--- src/rtl/soc_sysid_counter.sv ---
// soc_sysid_counter
//   Avalon-MM slave returning build identification words, plus a free-running
//   cycle counter with coherent 64-bit snapshot reads, overflow flag/irq,
//   a control register and byte-maskable scratch registers.
//   No waitrequest; fixed read latency of 1.
//
// Ports
//   clock          system clock
//   reset_n        asynchronous active-low reset
//   address        word address [ADDR_W]
//   read / write   one-cycle strobes
//   writedata      write data [32]
//   byteenable     write byte lanes [4]
//   readdata       registered read data [32], holds between reads
//   readdatavalid  one-cycle pulse, one clock after an accepted read
//   irq            registered level interrupt = OVF & OVF_IE
//
// Map: 0 SYSTEM_ID, 1 TIMESTAMP, 2 CAPS, 3 CTRL, 4 CNT_LO, 5 CNT_HI,
//      6..5+NUM_SCRATCH scratch, rest reads 0.
module soc_sysid_counter #(
  parameter logic [31:0] SYSTEM_ID   = 32'h63BE_2A11,
  parameter logic [31:0] TIMESTAMP   = 32'h0000_0000,
  parameter int          ADDR_W      = 4,
  parameter int          NUM_SCRATCH = 4,
  parameter int          CNT_W       = 64
) (
  input  logic              clock,
  input  logic              reset_n,
  input  logic [ADDR_W-1:0] address,
  input  logic              read,
  input  logic              write,
  input  logic [31:0]       writedata,
  input  logic [3:0]        byteenable,
  output logic [31:0]       readdata,
  output logic              readdatavalid,
  output logic              irq
);

  localparam int HI_W  = CNT_W - 32;
  localparam int SCR_N = (NUM_SCRATCH > 0) ? NUM_SCRATCH : 1;

  localparam logic [ADDR_W-1:0] A_SYSID = ADDR_W'(0);
  localparam logic [ADDR_W-1:0] A_TSTMP = ADDR_W'(1);
  localparam logic [ADDR_W-1:0] A_CAPS  = ADDR_W'(2);
  localparam logic [ADDR_W-1:0] A_CTRL  = ADDR_W'(3);
  localparam logic [ADDR_W-1:0] A_CNTLO = ADDR_W'(4);
  localparam logic [ADDR_W-1:0] A_CNTHI = ADDR_W'(5);

  localparam logic [31:0] CAPS = {8'h01, 8'(CNT_W), 8'(NUM_SCRATCH), 8'(ADDR_W)};

  logic [CNT_W-1:0] r_cnt;
  logic [HI_W-1:0]  r_snap;
  logic             r_en, r_ovf, r_ovf_ie;
  logic [31:0]      r_scr [SCR_N];
  logic [31:0]      r_rdata;
  logic             r_rvalid, r_irq;

  logic             w_ctrl_wr0;
  logic             w_clr;
  logic             w_wrap;
  logic [CNT_W-1:0] w_cnt_nxt;
  logic [31:0]      w_rd_mux;

  // CTRL bits all live in byte lane 0.
  assign w_ctrl_wr0 = write && (address == A_CTRL) && byteenable[0];
  assign w_clr      = w_ctrl_wr0 && writedata[1];
  // CLR beats increment, so a clear on the all-ones cycle is not a wrap.
  assign w_wrap     = r_en && !w_clr && (&r_cnt);
  assign w_cnt_nxt  = w_clr ? '0 : (r_en ? r_cnt + CNT_W'(1) : r_cnt);

  // Counter is reloaded every cycle (a hold is just reloading itself).
  always_ff @(posedge clock or negedge reset_n) begin
    if (!reset_n) begin
      r_cnt    <= '0;
      r_en     <= 1'b1;
      r_ovf    <= 1'b0;
      r_ovf_ie <= 1'b0;
      r_irq    <= 1'b0;
    end else begin
      r_cnt <= w_cnt_nxt;
      if (w_ctrl_wr0) begin
        r_en     <= writedata[0];
        r_ovf_ie <= writedata[3];
      end
      // Hardware set wins over a coincident W1C.
      if (w_wrap)                          r_ovf <= 1'b1;
      else if (w_ctrl_wr0 && writedata[2]) r_ovf <= 1'b0;
      r_irq <= r_ovf & r_ovf_ie;
    end
  end

  // Scratch registers, byte-lane masked.
  always_ff @(posedge clock or negedge reset_n) begin
    if (!reset_n) begin
      for (int i = 0; i < SCR_N; i++) r_scr[i] <= '0;
    end else if (write) begin
      for (int i = 0; i < NUM_SCRATCH; i++)
        if (address == ADDR_W'(6 + i))
          for (int b = 0; b < 4; b++)
            if (byteenable[b]) r_scr[i][8*b +: 8] <= writedata[8*b +: 8];
    end
  end

  // Read mux sees pre-write / pre-increment state, so a same-cycle write
  // or count edge never leaks into the returned word.
  always_comb begin
    w_rd_mux = '0;
    case (address)
      A_SYSID: w_rd_mux = SYSTEM_ID;
      A_TSTMP: w_rd_mux = TIMESTAMP;
      A_CAPS:  w_rd_mux = CAPS;
      A_CTRL:  w_rd_mux = {28'd0, r_ovf_ie, r_ovf, 1'b0, r_en};
      A_CNTLO: w_rd_mux = r_cnt[31:0];
      A_CNTHI: w_rd_mux = 32'(r_snap);
      default: begin
        for (int i = 0; i < NUM_SCRATCH; i++)
          if (address == ADDR_W'(6 + i)) w_rd_mux = r_scr[i];
      end
    endcase
  end

  // Read response; CNT_LO read latches the upper counter bits from the same
  // pre-increment value so a following CNT_HI read is coherent.
  always_ff @(posedge clock or negedge reset_n) begin
    if (!reset_n) begin
      r_rdata  <= '0;
      r_rvalid <= 1'b0;
      r_snap   <= '0;
    end else begin
      r_rvalid <= read;
      if (read) begin
        r_rdata <= w_rd_mux;
        if (address == A_CNTLO) r_snap <= r_cnt[CNT_W-1:32];
      end
    end
  end

  assign readdata      = r_rdata;
  assign readdatavalid = r_rvalid;
  assign irq           = r_irq;

endmodule
--- config.mk ---
export PLATFORM = sky130hd
export DESIGN_NAME = soc_sysid_counter
export DESIGN_NICKNAME = d
export VERILOG_FILES = /design/src/rtl/soc_sysid_counter.sv
export SDC_FILE = /design/constraint.sdc
export NUM_CORES = 1
export LEC_CHECK = 0
export ABC_AREA = 1
export CAP_MARGIN = 20
export CORE_MARGIN = 8
export CORE_UTILIZATION = 30
export DETAILED_ROUTE_END_ITERATION = 10
export GPL_ROUTABILITY_DRIVEN = 0
export PLACE_DENSITY_LB_ADDON = 0.2
export SLEW_MARGIN = 20
export SYNTH_ARGS = -nofsm -noshare
export SYNTH_HDL_FRONTEND = slang
export SYNTH_SLANG_ARGS = --single-unit
export TNS_END_PERCENT = 5
--- constraint.sdc ---
create_clock -name clock -period 1.85 [get_ports clock]
set_clock_uncertainty 0.2 [all_clocks]
set_input_delay 0.2775 -clock clock [delete_from_list [all_inputs] [get_ports clock]]
set_output_delay 0.2775 -clock clock [all_outputs]
set_load 0.05 [all_outputs]
==> results of run 1 <==
[registers in the layout, summed over array words and instances, names as in the netlist]
register,flops
r_ovf_ie,1
r_snap,32
r_cnt,64
r_scr,128
readdatavalid,1
readdata,32
irq,1
r_ovf,1
r_en,1
[worst max-delay path, stage by stage (launching register included)]
cell     delay [ns]
dfrtp_1        0.39
buf_4          0.15
nand3_2        0.12
nor2_4         0.17
nand2_4        0.11
nor2_2         0.13
nand4_1        0.23
o21ai_1        0.20
a21oi_1        0.06
[power groups by stage]
stage / sequential [W] / clock [W] / combinational, W
final: 0.00687 / 0.00666 / 0.00223
after floorplan: 0.00706 / 0 / 0.000905
after CTS: 0.00685 / 0.00684 / 0.00221
after global placement: 0.00693 / 0 / 0.00214
after global routing: 0.00695 / 0.00705 / 0.00250
after detailed placement: 0.00694 / 0 / 0.00218
[layout make-up]
cell class	instances	area, µm²	area share (%)
Sequential cell	261	6540	37.7
Multi-Input combinational cell	1180	5690	32.8
Timing Repair Buffer	303	2750	15.9
Clock buffer	39	846	4.87
Tap cell	539	674	3.89
Inverter	155	588	3.39
Clock inverter	18	263	1.51
[worst paths after layout]
path / startpoint / end / cells past startpoint / slack (ns)
setup reg to reg: r_cnt[1]$_DFFE_PN0P_ / r_cnt[27]$_DFFE_PN0P_ / 8 / -0.03
min in group clock: writedata[14] / r_scr[14]$_DFFE_PN0P_ / 3 / 0.10
hold reg to reg: r_scr[26]$_DFFE_PN0P_ / r_scr[26]$_DFFE_PN0P_ / 2 / 0.28
hold / removal: reset_n / r_scr[123]$_DFFE_PN0P_ / 2 / 0.02
max in group asynchronous: reset_n / r_en$_DFFE_PN1P_ / 3 / 0.82
setup / recovery: r_cnt[1]$_DFFE_PN0P_ / r_cnt[27]$_DFFE_PN0P_ / 8 / -0.03
[metrics by stage]
stage	utilization [%]	TNS [ns]	worst slack (ns)
floorplan	-	0	0.122
global placement	37.7	-87.12	-0.696
detailed placement	37.7	-88.20	-0.720
CTS	40.6	-0.104	-0.0294
global route	41.5	-2.08	-0.113
finish	41.5	-0.0537	-0.0347
[per-layer routing]
layer / vias up / track usage (%) / share of wire [%]
met5: - / 0 / 0
met4: 0 / 4.98 / 2.3
met3: 67 / 2.82 / 4.9
met2: 266 / 28.0 / 45
met1: 5706 / 24.3 / 48
li1: 5895 / - / -
[cell families (layout without fill, tap and decap cells)]
family,after synthesis,count (layout),share of synthesized area (%)
AND/OR/NAND/NOR,867,867,28.7
AO/OA/AOI/OAI,311,311,12.9
flip-flops,261,261,51.4
buffers and inverters,210,515,6.79
adder cells (fa/ha/maj),1,1,0.0985
multiplexers,1,1,0.0887
[repair_timing]
item,in CTS,in global routing
pin swaps,4,18
gates resized for setup,28,92
buffers inserted,0,8
hold buffers,2,0
hold endpoints to repair,263,0
endpoints found under the setup margin,39,63
[placed cells by master (no fill, tap or decap), drive strengths merged, types with 27 or more instances in the layout]
master,n
a21oi,69
buf,260
clkbuf,39
clkdlybuf4s50,40
dfrtp,260
inv,155
nand2,543
nand3,66
nand4,27
nor2,194
nor3,29
o21ai,208
==> results.sh, run 1 <==
export IMPL_ys_top_cells_by_area="dfrtp_1 (51%), nand2_1 (16%), o21ai_0 (7.8%)"
export IMPL_synthFlopType="dfrtp_1"
export IMPL_start_util_pct=30.3
export IMPL_synth_distinct_cells=43
export IMPL_first_pass_iters=5
export IMPL_grt_usage_pct=17.6
export IMPL_clock_sinks=261
export IMPL_io_pins=78
export IMPL_critPathMaxFanout=6
export IMPL_layoutNonFillerInstCount=2495
export IMPL_path_clk_slew_ns=0.06
export IMPL_area_growth_pct=36.7
export IMPL_syn_num_nets=1696
export IMPL_p_sw_w=0.00435
export IMPL_hold_viol=0
export IMPL_leakage_nw=8.17
export IMPL_critPathRequiredTime_ns=2.11
export IMPL_finalPower_w=0.0158
export IMPL_whs_ns=0.0250
export IMPL_cp_end_kind="register"
export IMPL_intPower_w=0.0114
export IMPL_dp_cells=2428
export IMPL_drc=0
export IMPL_drv_cap=0
export IMPL_num_vias=11934
export IMPL_nFillCells=4271
export IMPL_die_y_um=222
export IMPL_yosys_register_bits=261
export IMPL_syn_inst=1651
export IMPL_synth_top_area_share_pct=51.2
export IMPL_path_class="reg -> reg"
export IMPL_drt_initial_drc_count=1016
export IMPL_grt_pass1_vias=11656
export IMPL_period_minus_slack_ns=1.88
export IMPL_fmaxAchievable_ghz=0.531
export IMPL_detailed_place_hpwl_mm=33.5
export IMPL_diodes=0
export IMPL_grt_max_degree=48
export IMPL_p_per_area_nw_per_um2=908
export IMPL_port_buffers=77
export IMPL_cp_data_arrival_time_ns=2.15
export IMPL_clkPwrFrac_pct=42.3
export IMPL_grt_pass1_wl_mm=68.7
export IMPL_seq_area_frac_synth_pct=51.4
export IMPL_antenna_found_initial=0
export IMPL_via_per_inst=4.78
export IMPL_drive_gt1_share_pct=23.1
export IMPL_die_x_um=222
export IMPL_core_um2=41900
export IMPL_seq_power_share_pct=43.6
export IMPL_hold_path_class="in -> async"
export IMPL_wl_per_cell_um=17.6
export IMPL_status="finished with violations"
export IMPL_start_kind="register"
export IMPL_worst_slack_ns=-0.0347
export IMPL_yosys_warnings=0
export IMPL_design_area_um2=17400
export IMPL_worstMarginPinSlew_ns=0.500
export IMPL_die_area_um2=49200
export IMPL_slew_violations=0
export IMPL_worstSkewPairLatency_ns=0.59
export IMPL_netlist_top_cells_count="nand2_1 (535), dfrtp_1 (260), o21ai_0 (197)"
export IMPL_switching_share_pct=27.6
export IMPL_clock_path_buffers=3
export IMPL_cts_tree="built"
export IMPL_final_setup_viol_count=3
export IMPL_drtAntennaViolNets=0
export IMPL_row_count=75
export IMPL_synth_edff_count=0
export IMPL_comb_power_share_pct=14.1
export IMPL_htreeDepth=1
export IMPL_clockRootBuffer="clkbuf_16"
export IMPL_rsz0062_at_grt="true"
export IMPL_syn_cell_area_um2=12700
export IMPL_synthArstFlopShare_pct=100
export IMPL_place_area_um2=15800
export IMPL_period_share_pct=102
export IMPL_failed_checks="setup timing"
export IMPL_slew_headroom_pct=66.6
export IMPL_synth_top_area_cell="dfrtp_1"
export IMPL_fin_nets=1977
export IMPL_routed_wl_mm=44.0
export IMPL_overflow=0
export IMPL_postSynthAreaPerCell_um2=7.69
export IMPL_numCtsBuffers=31
export IMPL_synth_most_common_cell="nand2_1"
export IMPL_peakVddDrop_uv=606
(Power assumes the default switching activity.)
==> run 2: changes to the inputs <==
--- a/config.mk
+++ b/config.mk
@@ -7,8 +7,11 @@
 export LEC_CHECK = 0
 export ABC_AREA = 1
 export CAP_MARGIN = 20
+export CELL_PAD_IN_SITES_DETAIL_PLACEMENT = 1
+export CELL_PAD_IN_SITES_GLOBAL_PLACEMENT = 1
 export CORE_MARGIN = 8
 export CORE_UTILIZATION = 30
+export CTS_BUF_LIST = sky130_fd_sc_hd__clkbuf_4 sky130_fd_sc_hd__clkbuf_8
 export DETAILED_ROUTE_END_ITERATION = 10
 export GPL_ROUTABILITY_DRIVEN = 0
 export PLACE_DENSITY_LB_ADDON = 0.2
==> run 2 against run 1 <==
Net effect: the flow still finishes with violations (setup timing); routed wire length grew 9.1%; count of clock-buffer cells in the layout increased by 45; via count increased by 3.2%; largest power group unchanged; combinational power is essentially flat; critical path type unchanged; worst hold slack better by 0.054 ns; clock power fell by 6.3%; utilization decreased by 0.054 points; non-clock buffer count up 10; worst setup slack worse by 0.026 ns; largest cell class unchanged; critical path depth up 1.
==> results.sh, run 2 (synthesis results as in run 1) <==
export IMPL_worstMarginPinSlew_ns=0.446
export IMPL_failed_checks="setup timing"
export IMPL_cp_data_arrival_time_ns=2.28
export IMPL_slew_violations=0
export IMPL_clock_sinks=261
export IMPL_drive_gt1_share_pct=24.9
export IMPL_detailed_place_hpwl_mm=36.2
export IMPL_grt_pass1_wl_mm=76.0
export IMPL_path_class="reg -> reg"
export IMPL_grt_usage_pct=19.5
export IMPL_r2r_setup_slack_ns=-0.06
export IMPL_critPathMaxFanout=3
export IMPL_start_util_pct=30.3
export IMPL_io_pins=78
export IMPL_start_kind="register"
export IMPL_crit_end="r_cnt[61]$_DFFE_PN0P_"
export IMPL_via_per_inst=4.85
export IMPL_diodes=0
export IMPL_htreeDepth=2
export IMPL_grt_max_degree=54
export IMPL_status="finished with violations"
export IMPL_final_core_util_pct=41.4
export IMPL_worstSkewPairLatency_ns=0.63
export IMPL_top_register="r_scr"
export IMPL_layout_common_cells="nand2_1 (518), dfrtp_1 (256), buf_4 (244)"
export IMPL_r2r_start="r_cnt[29]$_DFFE_PN0P_"
export IMPL_core_um2=41900
export IMPL_p_per_area_nw_per_um2=887
export IMPL_first_pass_iters=5
export IMPL_fmaxAchievable_ghz=0.523
export IMPL_hold_viol=0
export IMPL_nFillCells=5065
export IMPL_overflow=0
export IMPL_period_share_pct=103
export IMPL_worstRegToRegCells=9
export IMPL_drv_cap=0
export IMPL_rsz0062_at_grt="true"
export IMPL_multi_input_area_um2=5700
export IMPL_mostFrequentLayoutCell="nand2_1"
export IMPL_antenna_found_initial=0
export IMPL_largest_reg_flops=128
export IMPL_regArea_um2=6540
export IMPL_worst_slack_ns=-0.0603
export IMPL_drt_initial_drc_count=790
export IMPL_row_count=75
export IMPL_cp_end_kind="register"
export IMPL_drc=0
export IMPL_grt_pass1_vias=13027
export IMPL_area_growth_pct=36.5
export IMPL_clock_path_buffers=3
export IMPL_period_minus_slack_ns=1.91
export IMPL_r2r_end="r_cnt[61]$_DFFE_PN0P_"
export IMPL_slew_headroom_pct=70.0
export IMPL_hold_path_class="in -> async"
export IMPL_worstSetupStartpoint="r_cnt[29]$_DFFE_PN0P_"
export IMPL_die_area_um2=49200
export IMPL_critPathRequiredTime_ns=2.21
export IMPL_path_clk_slew_ns=0.06
export IMPL_routed_wl_mm=48.1
export IMPL_whs_ns=0.0795
export IMPL_clockRootBuffer="clkbuf_8"
export IMPL_die_y_um=222
export IMPL_final_setup_viol_count=19
export IMPL_fin_nets=2005
export IMPL_die_x_um=222
export IMPL_peakVddDrop_uv=378
export IMPL_top_regs="r_scr x128, r_cnt x64"
export IMPL_drtAntennaViolNets=0
export IMPL_port_buffers=77
export IMPL_numCtsBuffers=49
export IMPL_finalPower_w=0.0154
export IMPL_cts_tree="built"
export IMPL_num_vias=12311
export IMPL_leakage_nw=8.27
export IMPL_wl_per_cell_um=18.9
run 2: changes by cell type in the layout (fill, tap and decap cells not counted), sizes merged:
cell and delta:
buf +10, clkinv -4, clkbuf +45, inv +1
bufinv -5, clkinvlp -4, clkdlybuf4s50 +1, dlymetal6s2s -1
run 2: metrics by stage:
stage | setup slack (ns) | cell area [µm²] | setup TNS, ns | instances
2_1_floorplan | 0.122 | 12700 | 0 | 1651
3_3_place_gp | -0.638 | 15700 | -95.13 | 2429
3_5_place_dp | -0.681 | 15700 | -101.14 | 2429
4_1_cts | -0.0590 | 17100 | -0.245 | 2530
5_1_grt | -0.164 | 17300 | -4.70 | 2538
6_report | -0.0603 | 17300 | -0.418 | 2538
run 2: critical path, stage by stage (launching register included):
cell and delay, ns:
dfrtp_1 0.43, nand2_1 0.13, nor2_2 0.21, nand2_2 0.12, nor3_4 0.16, buf_4 0.14
nand4_1 0.17, nand2_1 0.13, nand2_1 0.06, nor2_1 0.10
run 2: how the worst min path moves through the flow:
stage	from	endpoint
2_1_floorplan	reset_n	irq$_DFF_PN0_
3_3_place_gp	reset_n	r_scr[106]$_DFFE_PN0P_
3_5_place_dp	reset_n	r_scr[106]$_DFFE_PN0P_
4_1_cts	reset_n	r_scr[117]$_DFFE_PN0P_
5_1_grt	reset_n	r_scr[117]$_DFFE_PN0P_
6_report	reset_n	r_scr[117]$_DFFE_PN0P_
run 2: layer usage:
| metal | routed length (µm) | up-vias | global-route usage, % |
|---|---|---|---|
| li1 | - | 5956 | - |
| met1 | 22600 | 6062 | 26.3 |
| met2 | 22000 | 214 | 31.4 |
| met3 | 1870 | 79 | 3.54 |
| met4 | 1560 | 0 | 6.65 |
| met5 | 0 | - | 0 |
run 2: layout make-up:
type / instances / share of cell area [%]
clock inverter: 6 / 0.375
multi-input combinational: 1180 / 32.9
clock buffer: 84 / 5.88
sequential: 261 / 37.7
tap: 539 / 3.89
timing repair buffer: 313 / 15.9
inverter: 155 / 3.37
run 2: where the power goes:
part,switching (W),internal [W],total (W)
registers,0.000470,0.00641,0.00688
clock network,0.00264,0.00360,0.00624
logic,0.00133,0.000919,0.00225
run 2: timing repair:
| item | in CTS | in global routing |
|---|---|---|
| setup buffers | 8 | 8 |
| endpoints found under the hold margin | 294 | 0 |
| endpoints found under the setup margin | 49 | 59 |
| pin swaps | 11 | 14 |
| cloned | 0 | 0 |
| resized for setup | 52 | 66 |
| hold buffers | 3 | 0 |
==> run 3: changes to the inputs <==
--- a/config.mk
+++ b/config.mk
@@ -6,6 +6,7 @@
 export NUM_CORES = 1
 export LEC_CHECK = 0
 export ABC_AREA = 1
+export ABC_CLOCK_PERIOD_IN_PS = 1850
 export CAP_MARGIN = 20
 export CELL_PAD_IN_SITES_DETAIL_PLACEMENT = 1
 export CELL_PAD_IN_SITES_GLOBAL_PLACEMENT = 1
==> results of run 3 <==
Same layout as run 2: the final DEF is identical, and so are final timing and power.
